--- config.mk ---
export PLATFORM = sky130hd
export DESIGN_NAME = note_sequencer
export DESIGN_NICKNAME = d
export VERILOG_FILES = /design/src/rtl/note_sequencer.sv
export SDC_FILE = /design/constraint.sdc
export NUM_CORES = 1
export LEC_CHECK = 0
export ABC_AREA = 1
export CAP_MARGIN = 30
export CORE_MARGIN = 2
export CORE_UTILIZATION = 53
export DETAILED_ROUTE_END_ITERATION = 16
export GPL_TIMING_DRIVEN = 0
export PLACE_DENSITY_LB_ADDON = 0.08
export SLEW_MARGIN = 20
export SYNTH_ARGS = -nofsm -noshare
export SYNTH_HDL_FRONTEND = slang
export SYNTH_SLANG_ARGS = --single-unit
export TNS_END_PERCENT = 30
--- constraint.sdc ---
create_clock -name clk -period 3.9 [get_ports clk]
set_input_delay 0.78 -clock clk [delete_from_list [all_inputs] [get_ports clk]]
set_output_delay 0.78 -clock clk [all_outputs]
set_load 0.01 [all_outputs]
--- src/rtl/note_sequencer.sv ---
// Pattern sequencer feeding clock_scale: steps through stored note periods at a
// programmable tempo and drives a gate that mutes rests and an end-of-step gap.
module note_sequencer #(
  parameter  int STEPS   = 8,
  parameter  int PW      = 11,
  parameter  int TEMPO_W = 16,
  localparam int AW      = $clog2(STEPS)
) (
  input  logic               clk,
  input  logic               rst,
  input  logic               wr_en,
  input  logic [AW-1:0]      wr_addr,
  input  logic [PW-1:0]      wr_data,
  input  logic [TEMPO_W-1:0] tempo,
  input  logic [7:0]         gap,
  input  logic [AW-1:0]      length,
  input  logic               loop_en,
  input  logic               start,
  input  logic               stop,
  output logic [PW-1:0]      scale_factor,
  output logic               gate,
  output logic [AW-1:0]      step_idx,
  output logic               step_strobe,
  output logic               busy
);

  // state | meaning
  // IDLE  | not playing; all outputs held at 0
  // PLAY  | stepping through pat[0..length]
  typedef enum logic {IDLE, PLAY} state_t;

  state_t              state, state_next;
  logic [PW-1:0]       pat [STEPS];
  logic [TEMPO_W-1:0]  tcnt;
  logic                enter_step;
  logic [AW-1:0]       next_idx;
  logic                step_done;
  logic                at_end;
  logic [TEMPO_W:0]    gate_sum;

  always_ff @(posedge clk) begin
    if (rst) state <= IDLE;
    else     state <= state_next;
  end

  // >= rather than == keeps the step bounded if tempo/length drop mid-step
  assign step_done = (tcnt >= tempo);
  assign at_end    = (step_idx >= length);

  always_comb begin
    state_next = state;
    enter_step = 1'b0;
    next_idx   = step_idx;
    case (state)
      IDLE: begin
        if (start && !stop) begin
          state_next = PLAY;
          enter_step = 1'b1;
          next_idx   = '0;
        end
      end
      PLAY: begin
        if (stop) begin
          state_next = IDLE;
        end else if (start) begin
          enter_step = 1'b1;
          next_idx   = '0;
        end else if (step_done) begin
          if (!at_end) begin
            enter_step = 1'b1;
            next_idx   = step_idx + AW'(1);
          end else if (loop_en) begin
            enter_step = 1'b1;
            next_idx   = '0;
          end else begin
            state_next = IDLE;
          end
        end
      end
      default: state_next = IDLE;
    endcase
  end

  // The step latch reads pat before a same-cycle write lands, so old data wins.
  always_ff @(posedge clk) begin
    if (rst) begin
      tcnt         <= '0;
      step_idx     <= '0;
      scale_factor <= '0;
      step_strobe  <= 1'b0;
      for (int i = 0; i < STEPS; i++) pat[i] <= '0;
    end else begin
      if (wr_en) pat[wr_addr] <= wr_data;
      step_strobe <= enter_step;
      if (enter_step) begin
        step_idx     <= next_idx;
        scale_factor <= pat[next_idx];
        tcnt         <= '0;
      end else if (state_next == IDLE) begin
        step_idx     <= '0;
        scale_factor <= '0;
        tcnt         <= '0;
      end else begin
        tcnt <= tcnt + TEMPO_W'(1);
      end
    end
  end

  // One extra bit so tcnt + gap cannot wrap past tempo.
  assign gate_sum = {1'b0, tcnt} + (TEMPO_W+1)'(gap);

  always_comb begin
    busy = (state == PLAY);
    gate = busy && (scale_factor != '0) && (gate_sum <= {1'b0, tempo});
  end

endmodule

==> impl_metrics.ini <==
[run_status]
status = finished with violations
violations = negative setup slack

[synth]
synthArstFlopShare = 0
synth_cells = 833
yosysSeqAreaShare = 0.472
synth_mux_area_frac = 0
synth_area_leaders = edfxtp_1 (38%), nand3_1 (9.4%), dfxtp_1 (9.2%)
netlist_area_mm2 = 0.00695
ys.flop_type = edfxtp_1
synth.distinct_cells = 38
synth-compound-area-share = 0.0479
synth_top_area_frac = 0.380
ys_ff_latch = 120
synth_fp_nets = 926
yosys.area.top_type = edfxtp_1
synthTopCellsByCount = nand2_1 (158), nand3_1 (130), nor2_1 (126)
yosysWarnings = 0
synth-simple-area-share = 0.293
synth_top_family_by_area = simple AND/OR/NAND/NOR gates
syn_area_per_cell_um2 = 8.35
synth.most_common_cell = nand2_1
yosys.area_share.adder = 0.0839
synth_edf_count = 88
synth_xor_area_frac = 0.0202

[power_and_ir_drop]
totalPowerFinal_mw = 3.14
p_per_area_mw_per_mm2 = 363
irDropWorstVdd_mv = 0.252
p_leak_nw = 3.73

[setup_path]
critical-path-max-stage-delay_ns = 0.28
cp_top_family = simple AND/OR/NAND/NOR gates
worstPathArrival_ns = 3.60
required_ns = 3.12
endpoint_kind = output pin
path_max_fanout = 3
crit_path_start_kind = input pin
slowest_stage = ha_4
cp_cell_sequence = buf_2 > ha_4 > inv_4 > nor4_4 > nand2_2 > buf_6 > buf_4 > buf_4 > buf_4 > nand3_1 > nand2_1 > inv_2 > ha_4 > nand2_2 > nor2_1 > nor2_1 > nand4_1 > nand2_1 > a21oi_2 > o21ai_1 > nand2_1 > a211oi_2 > buf_2
crit_buf_inv = 8
crit_type = in -> out

[cells_and_area]
final_cells = 1117
antenna_cells = 0
drive_gt1_frac = 0.149
final_nets = 1025
area_growth_pct = 24.5

[cts]
cts-buffers-inserted = 17
hold_buffers = 0
clock_latency_ns = 0.41
htreeDepth = 4
cts_tree = yes
clockBufferDepth = 2
cts.clk_slew.worst_paths_ns = 0.05
clkSinkCount = 120
cts_root_buf = clkbuf_16

[routing]
vias = 6065
dr.pass1.iters = 7
wl_um = 19000
drt_iter0_markers = 537
wl_per_cell_um = 17.0
drc_errors = 0
post_drt_via_cell_ratio = 5.43
ant_nets = 0

[worst_hold_path]
hold_class = reg -> reg

[sta]
post-route-worst-setup-slack_ns = -0.483
finalCritPeriodShare = 1.12
relSlewSlack = 0.655
fmax_mhz = 228
holdWs_ns = 0.500
fin_skew_ns = 0.00589
rsz0062_at_grt = yes
tightest_slew_ns = 0.511
hold_viol = 0
setup_viol = 1
tns_ns = -0.483
min_period_ns = 4.38
finalMaxSlewViolations = 0

[floorplan]
core_area_mm2 = 0.0127
ios = 64
initial_utilization = 0.547
die-area_mm2 = 0.0141
die_w_um = 119
num_rows = 41
die_h_um = 119

[grt]
grt_pass1_vias = 5998
antenna_found_initial = 0
grt_max_degree = 17
grt_first_pass_wirelength_um = 30200
grt_overflow = 0
groute.usage.overall = 0.278

[placed_design]
gp_congestion = 0.916
dp_slack_ns = -1.33
portBuffers = 63
placed_cells = 1068
hpwl_um = 13600

[flow_run]
drv_cap = 0
-- layout make-up --
| class | instances | area, um^2 |
|---|---|---|
| fill | 1083 | 4070 |
| sequential | 120 | 3290 |
| multi-input combinational | 575 | 3290 |
| timing repair buffer | 80 | 744 |
| clock buffer | 17 | 425 |
| inverter | 108 | 413 |
| tap | 172 | 215 |
| buffer | 30 | 169 |
| clock inverter | 15 | 108 |
-- stage by stage --
stage	area, um^2	util
floorplan	6990	-
global placement	7830	0.616
detailed placement	7830	0.616
CTS	8610	0.676
global route	8650	0.680
finish	8650	0.680
-- routing by layer --
layer / vias to the layer above / track usage / part of all wire
met5: - / 0 / 0
met4: 0 / 0.129 / 0.037
met3: 41 / 0.0516 / 0.053
met2: 233 / 0.483 / 0.50
met1: 2828 / 0.334 / 0.41
li1: 2963 / - / -
-- state kept, by name (all words and copies together), names as in the netlist --
register      count
step_idx          3
tcnt             16
scale_factor     11
pat              88
busy              1
step_strobe       1
-- cells in the final DEF, fill, tap and decap left out, drive strengths merged, types with 7 or more instances in the layout --
cell type,Yosys,routed
clkinvlp,0,8
buf,22,45
xor2,14,14
nor2,130,130
nand3,132,132
nand4,7,7
o21ai,20,20
clkbuf,8,25
inv,108,109
clkdlybuf4s50,0,54
dfxtp,32,32
ha,45,45
edfxtp,88,88
a21oi,25,25
nand2,168,168
-- power breakdown --
part / switching (mW) / leakage [nW] / internal, mW / total [mW]
clock: 0.574 / 0.235 / 0.806 / 1.38
combinational: 0.177 / 2.40 / 0.120 / 0.297
sequential: 0.0271 / 1.10 / 1.43 / 1.46
total: 0.779 / 3.73 / 2.36 / 3.14
-- final timing paths --
path / to / from / slack [ns] / depth (start not counted)
worst max register to register: scale_factor[6] / tcnt[5] / 1.20 / 20
worst max-delay path: gate / gap[6] / -0.48 / 23
worst min-delay path: tcnt[0] / tcnt[0] / 0.50 / 1
worst min register to register: tcnt[0] / tcnt[0] / 0.50 / 1
-- what timing repair did --
item	in CTS	in global routing
setup endpoints to repair	1	1
resized for setup	58	16
cloned	0	0
pin swaps	27	18
setup buffers	16	1
-- cell families (layout without fill, tap and decap cells) --
family                   Yosys count  count (layout)
AO/OA/AOI/OAI                     57              57
XOR/XNOR                          16              16
adder cells (fa/ha/maj)           46              46
buffers and inverters            138             250
flip-flops                       120             120
AND/OR/NAND/NOR                  456             456
Power figures use the tool's default switching activity.
